File: config.mk
export PLATFORM = sky130hd
export DESIGN_NAME = hilo_unit_flat
export DESIGN_NICKNAME = d
export VERILOG_FILES = /design/src/rtl/hilo_pkg.sv /design/src/rtl/hilo_unit_if.sv /design/src/rtl/hilo_unit_div_iter.sv /design/src/rtl/hilo_unit.sv /design/src/flat_wrapper.sv
export SDC_FILE = /design/constraint.sdc
export NUM_CORES = 1
export LEC_CHECK = 0
export CORE_UTILIZATION = 30
export DETAILED_ROUTE_END_ITERATION = 16
export GPL_TIMING_DRIVEN = 0
export PLACE_DENSITY = 0.59
export SLEW_MARGIN = 10
export SYNTH_ARGS = -nofsm -noshare
export SYNTH_HDL_FRONTEND = slang
export SYNTH_HIERARCHICAL = 1
export SYNTH_SLANG_ARGS = --single-unit
File: constraint.sdc
create_clock -name CLK -period 7.5 [get_ports CLK]
set_input_delay 1.125 -clock CLK [delete_from_list [all_inputs] [get_ports CLK]]
set_output_delay 1.125 -clock CLK [all_outputs]
set_load 0.005 [all_outputs]
File: src/rtl/hilo_pkg.sv
// Shared width, command encodings and controller states for the HI/LO unit.
package hilo_pkg;

   localparam int unsigned WIDTH = 16;

   localparam logic [2:0] OpNop  = 3'b000;
   localparam logic [2:0] OpMult = 3'b001;
   localparam logic [2:0] OpDiv  = 3'b010;
   localparam logic [2:0] OpMfhi = 3'b011;
   localparam logic [2:0] OpMflo = 3'b100;
   localparam logic [2:0] OpMthi = 3'b101;
   localparam logic [2:0] OpMtlo = 3'b110;

   localparam logic [1:0] StIdle   = 2'd0;
   localparam logic [1:0] StMWait  = 2'd1;
   localparam logic [1:0] StDivide = 2'd2;

endpackage

File: src/rtl/hilo_unit_if.sv
// Command, multiplier and status signals of the HI/LO unit.
interface hilo_unit_if;
   import hilo_pkg::*;

   logic [2:0]       OP;
   logic [WIDTH-1:0] A;
   logic [WIDTH-1:0] B;
   logic             MULT_EN;
   logic [WIDTH-1:0] MULT_HI;
   logic [WIDTH-1:0] MULT_LO;
   logic [WIDTH-1:0] RDATA;
   logic             BUSY;
   logic             DIV0;

   modport master (
      output OP, A, B, MULT_HI, MULT_LO,
      input  MULT_EN, RDATA, BUSY, DIV0
   );

   modport slave (
      input  OP, A, B, MULT_HI, MULT_LO,
      output MULT_EN, RDATA, BUSY, DIV0
   );

endinterface

File: src/rtl/hilo_unit_div_iter.sv
// Unsigned radix-2 restoring divider, one quotient bit per cycle.
// quotient/remainder carry the final step's result while done is high.
module div_iter #(
   parameter int unsigned WIDTH = 16
) (
   input  logic             CLK,
   input  logic             RST,
   input  logic             start,
   input  logic [WIDTH-1:0] dividend,
   input  logic [WIDTH-1:0] divisor,
   output logic [WIDTH-1:0] quotient,
   output logic [WIDTH-1:0] remainder,
   output logic             done
);

   localparam int unsigned CntW = $clog2(WIDTH);

   logic [WIDTH-1:0] quo_q, rem_q, dsr_q;
   logic [CntW-1:0]  cnt_q;
   logic             run_q;

   logic [WIDTH:0]   rem_sh;
   logic             fits;
   logic [WIDTH-1:0] rem_nx, quo_nx;

   // A zero divisor always fits, so the quotient fills with ones and the
   // dividend shifts straight through into the remainder.
   always_comb begin
      rem_sh = {rem_q, quo_q[WIDTH-1]};
      fits   = (rem_sh >= {1'b0, dsr_q});
      rem_nx = fits ? (rem_sh[WIDTH-1:0] - dsr_q) : rem_sh[WIDTH-1:0];
      quo_nx = {quo_q[WIDTH-2:0], fits};
   end

   assign done      = run_q && (cnt_q == CntW'(WIDTH - 1));
   assign quotient  = quo_nx;
   assign remainder = rem_nx;

   always_ff @(posedge CLK) begin
      if (RST) begin
         run_q <= 1'b0;
         cnt_q <= '0;
         quo_q <= '0;
         rem_q <= '0;
         dsr_q <= '0;
      end else if (start) begin
         run_q <= 1'b1;
         cnt_q <= '0;
         quo_q <= dividend;
         rem_q <= '0;
         dsr_q <= divisor;
      end else if (run_q) begin
         quo_q <= quo_nx;
         rem_q <= rem_nx;
         cnt_q <= cnt_q + 1'b1;
         if (done) run_q <= 1'b0;
      end
   end

endmodule

File: src/rtl/hilo_unit.sv
// HI/LO register unit: external multiplier handshake, iterative divider,
// and move-to/move-from access to the HI and LO registers.
module hilo_unit #(
   parameter int unsigned WIDTH = hilo_pkg::WIDTH
) (
   input logic        CLK,
   input logic        RST,
   hilo_unit_if.slave bus
);
   import hilo_pkg::*;

   logic [1:0]       state_q;
   logic [WIDTH-1:0] hi_q, lo_q, rdata_q;
   logic             div0_q, div0_pend_q;

   logic             accept, div_start, div_done;
   logic [WIDTH-1:0] div_quo, div_rem;

   assign accept    = (state_q == StIdle) && !RST;
   assign div_start = accept && (bus.OP == OpDiv);

   assign bus.MULT_EN = accept && (bus.OP == OpMult);
   assign bus.RDATA   = rdata_q;
   assign bus.BUSY    = (state_q != StIdle);
   assign bus.DIV0    = div0_q;

   div_iter #(
      .WIDTH (WIDTH)
   ) u_div (
      .CLK       (CLK),
      .RST       (RST),
      .start     (div_start),
      .dividend  (bus.A),
      .divisor   (bus.B),
      .quotient  (div_quo),
      .remainder (div_rem),
      .done      (div_done)
   );

   always_ff @(posedge CLK) begin
      if (RST) begin
         state_q     <= StIdle;
         hi_q        <= '0;
         lo_q        <= '0;
         rdata_q     <= '0;
         div0_q      <= 1'b0;
         div0_pend_q <= 1'b0;
      end else begin
         case (state_q)
            StIdle: begin
               case (bus.OP)
                  OpMult: state_q <= StMWait;
                  OpDiv: begin
                     state_q     <= StDivide;
                     div0_pend_q <= (bus.B == '0);
                  end
                  OpMfhi: rdata_q <= hi_q;
                  OpMflo: rdata_q <= lo_q;
                  OpMthi: hi_q    <= bus.A;
                  OpMtlo: lo_q    <= bus.A;
                  default: ;
               endcase
            end
            // Multiplier registered its product at the issue edge.
            StMWait: begin
               hi_q    <= bus.MULT_HI;
               lo_q    <= bus.MULT_LO;
               state_q <= StIdle;
            end
            StDivide: begin
               if (div_done) begin
                  lo_q    <= div_quo;
                  hi_q    <= div_rem;
                  div0_q  <= div0_pend_q;
                  state_q <= StIdle;
               end
            end
            default: state_q <= StIdle;
         endcase
      end
   end

endmodule

File: src/flat_wrapper.sv
// flat-port wrapper written by rule: the top's interface ports become plain ports
module hilo_unit_flat import hilo_pkg::*;
#(
   parameter int unsigned WIDTH = hilo_pkg::WIDTH
)
  (CLK, RST, bus_OP, bus_A, bus_B, bus_MULT_HI, bus_MULT_LO, bus_MULT_EN, bus_RDATA, bus_BUSY, bus_DIV0);
  hilo_unit_if bus_i ();
  input logic CLK;
  input logic RST;
  input wire logic [$bits(bus_i.OP)-1:0] bus_OP;
  input wire logic [$bits(bus_i.A)-1:0] bus_A;
  input wire logic [$bits(bus_i.B)-1:0] bus_B;
  input wire logic [$bits(bus_i.MULT_HI)-1:0] bus_MULT_HI;
  input wire logic [$bits(bus_i.MULT_LO)-1:0] bus_MULT_LO;
  output wire logic [$bits(bus_i.MULT_EN)-1:0] bus_MULT_EN;
  output wire logic [$bits(bus_i.RDATA)-1:0] bus_RDATA;
  output wire logic [$bits(bus_i.BUSY)-1:0] bus_BUSY;
  output wire logic [$bits(bus_i.DIV0)-1:0] bus_DIV0;
  assign bus_i.OP = bus_OP;
  assign bus_i.A = bus_A;
  assign bus_i.B = bus_B;
  assign bus_i.MULT_HI = bus_MULT_HI;
  assign bus_i.MULT_LO = bus_MULT_LO;
  assign bus_MULT_EN = bus_i.MULT_EN;
  assign bus_RDATA = bus_i.RDATA;
  assign bus_BUSY = bus_i.BUSY;
  assign bus_DIV0 = bus_i.DIV0;
  hilo_unit #(.WIDTH(WIDTH)) u_core (.CLK(CLK), .RST(RST), .bus(bus_i));
endmodule
==> implementation parameters <==
Parameter                              Value

Logic synthesis
  Seq cells post-synth    105
  Share of synthesized area occupied by flip-flops and latches    33.9%
  Cell area after synthesis    6200 um^2
  Most numerous cell types in the synthesized netlist    105 x sky130_fd_sc_hd__dfxtp_1, 78 x sky130_fd_sc_hd__nor2_1, 67 x sky130_fd_sc_hd__a21oi_1
  Post-synthesis cell type count    63
  Dominant register cell in the synthesized netlist    sky130_fd_sc_hd__dfxtp_1
  Share of flip-flops with an asynchronous set or reset    0%
  Cell type with the largest total area after synthesis    sky130_fd_sc_hd__dfxtp_1
  Synth top area share    33.9%
  Top cells by area, synth    sky130_fd_sc_hd__dfxtp_1 34%, sky130_fd_sc_hd__mux2_2 6.7%, sky130_fd_sc_hd__a21oi_1 5.4%
  Leading cell type by number of instances after synthesis    sky130_fd_sc_hd__dfxtp_1
  Synthesized area per cell    8.67 um^2
  Post-synth EDFFs    0
  Post-synthesis cell count    715
  Number of warnings reported in the yosys synthesis log    6
  Net count after synthesis    806

Clocking
  Worst-case clock buffer depth    2
  Clk_lat worst skew    0.36 ns
  Number of H-tree branching levels    3
  Total number of clock tree sinks    105
  Cells resized by post-CTS repair    0
  Clock tree from TritonCTS    built
  Buffer type at the clock tree root    sky130_fd_sc_hd__clkbuf_16
  Clock slew at the register clock pins of the worst setup and hold paths    0.08 ns
  Total CTS buffers    9
  Setup fix buffers added after clock tree synthesis    0
  Cts hold-fix bufs    0

Final layout
  Number of filler cells placed in the layout    2065
  Synth-to-Final Area Change    24.2%
  Ant. Diodes    0
  Ratio of cells with drive above 1 in the final layout    13.1%
  Utilization after layout    38.0%
  # nets final    903

Place
  Post-detailed-placement half-perimeter wirelength    14500 um
  Final GP Congestion    0.856
  Number of I/O port buffers    86

Routing
  Pre-Repair DR Iteration Count    5
  DR DRC count    0
  Aggregate routed wire length    18200 um
  DRC marker count from the first detailed-route iteration    426
  Via count    5606
  Remaining antenna violation count after routing    0
  Routed length per instance    16.8 um
  Via density    5.16

Worst setup path
  Crit path kind    primary input to primary output
  Data required time of the critical path    6.38 ns
  Data arrival, critical path    2.93 ns
  Type of origin of the critical path    primary input
  Worst-case register-to-register setup slack    4.18 ns
  Worst-case reg-to-reg path depth    9
  CP endpoint kind    primary output
  Startpoint of the lowest-slack register-to-register path    u_core/u_div/run_q
  RR Endpoint    u_core/hi_q[14]
  Maximum fanout along the worst path    7

Timing
  Number of hold violations in the final report    0
  Number of max-slew violations in the final report    0
  Unrepaired setup endpoints after global routing    false
  Final TNS setup    0 ns
  Worst Max-Slew Pin Slew    0.773 ns
  Max-Slew Margin vs Limit    48.5%
  Maximum clock skew at final layout    0.0117 ns
  Crit path time final    4.06 ns
  Count of final setup violators    0
  Maximum frequency from static timing analysis    247 MHz
  Share of the clock period used by the worst path    54.1%

Global route
  Initial antenna violation count    0
  Global-route wire length before repair    28500 um
  Maximum number of pins on one net before global-route repair    19
  Via count of the first global-routing pass    5331
  Total global routing overflow    0
  Total routing resource utilization after global routing    17.2%

Power and ir drop
  Maximum vdd drop    90.2 uV
  Final Power    0.00154 W
  Lkg Pwr    2.91 nW
  Pwr dens    200 nW/um^2

Flow run
  Max-cap check violation count    0

Min path
  Launch instance of the worst min-delay path    u_core/bus.RDATA[5]
  Hold endpoint    u_core/bus.RDATA[5]
  Worst hold-check path type    flop to flop
  Hold depth    2

Die
  Die Ht    146 um
  DIE AREA    21200 um^2
  # IOs    88
  Initial standard-cell utilization of the core    30.6%
  Core ar.    20200 um^2
  Die width    146 um
  Row cnt    52

Run status
  Run status    completed
[power breakdown]
| part | switching [W] | internal [W] | leakage, nW |
|---|---|---|---|
| clock | 0.000228 | 0.000263 | 0.142 |
| combinational | 0.000244 | 0.000199 | 1.92 |
| sequential | 0.0000187 | 0.000590 | 0.854 |
[worst max-delay path by stage]
stage,start,end,slack (ns)
6_report,bus_OP[0],bus_MULT_EN,3.44
3_5_place_dp,bus_OP[0],bus_MULT_EN,3.46
5_1_grt,bus_OP[0],bus_MULT_EN,3.37
2_1_floorplan,RST,bus_MULT_EN,4.48
4_1_cts,bus_OP[0],bus_MULT_EN,3.45
3_3_place_gp,bus_OP[0],bus_MULT_EN,3.46
[critical path, cell delays in order]
cell,delay (ns)
sky130_fd_sc_hd__clkdlybuf4s50_1,0.59
sky130_fd_sc_hd__or3b_2,0.51
sky130_fd_sc_hd__nor3_1,0.18
sky130_fd_sc_hd__clkdlybuf4s50_1,0.53
[area by class of cell]
class                           instances  area [um^2]  area share (%)
Clock inverter                          6         76.3           0.992
Inverter                               42          158            2.05
Timing Repair Buffer                   86          861            11.2
Sequential cell                       105         2100            27.3
Tap cell                              270          338            4.39
Multi-Input combinational cell        501         3580            46.5
Buffer                                 67          355            4.62
Clock buffer                            9          225            2.93
[state kept, by name, summed over array words and instances, names as in the netlist]
register / flops
u_core/lo_q: 16
u_core/u_div/rem_q: 16
u_core/u_div/run_q: 1
u_core/div0_pend_q: 1
u_core/u_div/dsr_q: 16
u_core/u_div/quo_q: 16
u_core/hi_q: 16
u_core/bus.DIV0: 1
u_core/state_q: 2
u_core/bus.RDATA: 16
u_core/u_div/cnt_q: 4
[through the flow]
stage | area (um^2) | cells | setup WS, ns | hold WS, ns
2_1_floorplan | 6200 | 715 | 4.48 | 0.440
3_3_place_gp | 7400 | 1071 | 3.46 | 0.445
3_5_place_dp | 7400 | 1071 | 3.46 | 0.453
4_1_cts | 7700 | 1086 | 3.45 | 0.466
5_1_grt | 7700 | 1086 | 3.37 | 0.486
6_report | 7700 | 1086 | 3.44 | 0.465
[logic make-up after synthesis]
logic type,synth area share [%]
compound gates,24.0
simple gates,15.4
buf+inv,8.28
flops,33.9
mux,12.1
fa+ha+maj,4.56
xor+xnor,1.84
[cells in the final DEF, fill, tap and decap left out, types with 4 or more instances in the layout]
master,synthesis,final
sky130_fd_sc_hd__xor2_1,5,5
sky130_fd_sc_hd__a22oi_1,32,32
sky130_fd_sc_hd__ha_1,21,21
sky130_fd_sc_hd__inv_1,41,41
sky130_fd_sc_hd__mux2_2,37,37
sky130_fd_sc_hd__nor2b_1,35,35
sky130_fd_sc_hd__clkbuf_16,0,9
sky130_fd_sc_hd__a221oi_2,10,10
sky130_fd_sc_hd__o21bai_1,17,17
sky130_fd_sc_hd__a21o_1,6,6
sky130_fd_sc_hd__dfxtp_1,105,105
sky130_fd_sc_hd__clkdlybuf4s50_1,0,86
sky130_fd_sc_hd__mux2i_1,33,33
sky130_fd_sc_hd__buf_4,19,19
sky130_fd_sc_hd__o21ai_0,10,10
sky130_fd_sc_hd__nor4_1,6,6
sky130_fd_sc_hd__o21a_1,9,9
sky130_fd_sc_hd__buf_1,4,4
sky130_fd_sc_hd__a221oi_1,6,6
sky130_fd_sc_hd__a21oi_1,67,67
sky130_fd_sc_hd__clkbuf_1,36,36
sky130_fd_sc_hd__buf_2,5,5
sky130_fd_sc_hd__nor3_1,7,7
sky130_fd_sc_hd__o22ai_1,17,17
sky130_fd_sc_hd__a31oi_1,5,5
sky130_fd_sc_hd__nor2_1,78,78
sky130_fd_sc_hd__nand2_1,21,21
sky130_fd_sc_hd__xnor2_1,8,8
sky130_fd_sc_hd__nand4_1,8,8
sky130_fd_sc_hd__nand3_1,10,10
[metal layers]
layer	track usage, %	up-vias	share of wire, %
li1	-	2746	-
met3	2.16	20	4.7
met2	27.5	140	46
met1	23.8	2700	47
met5	0	-	0
met4	6.37	0	1.8
(Power assumes the default switching activity.)
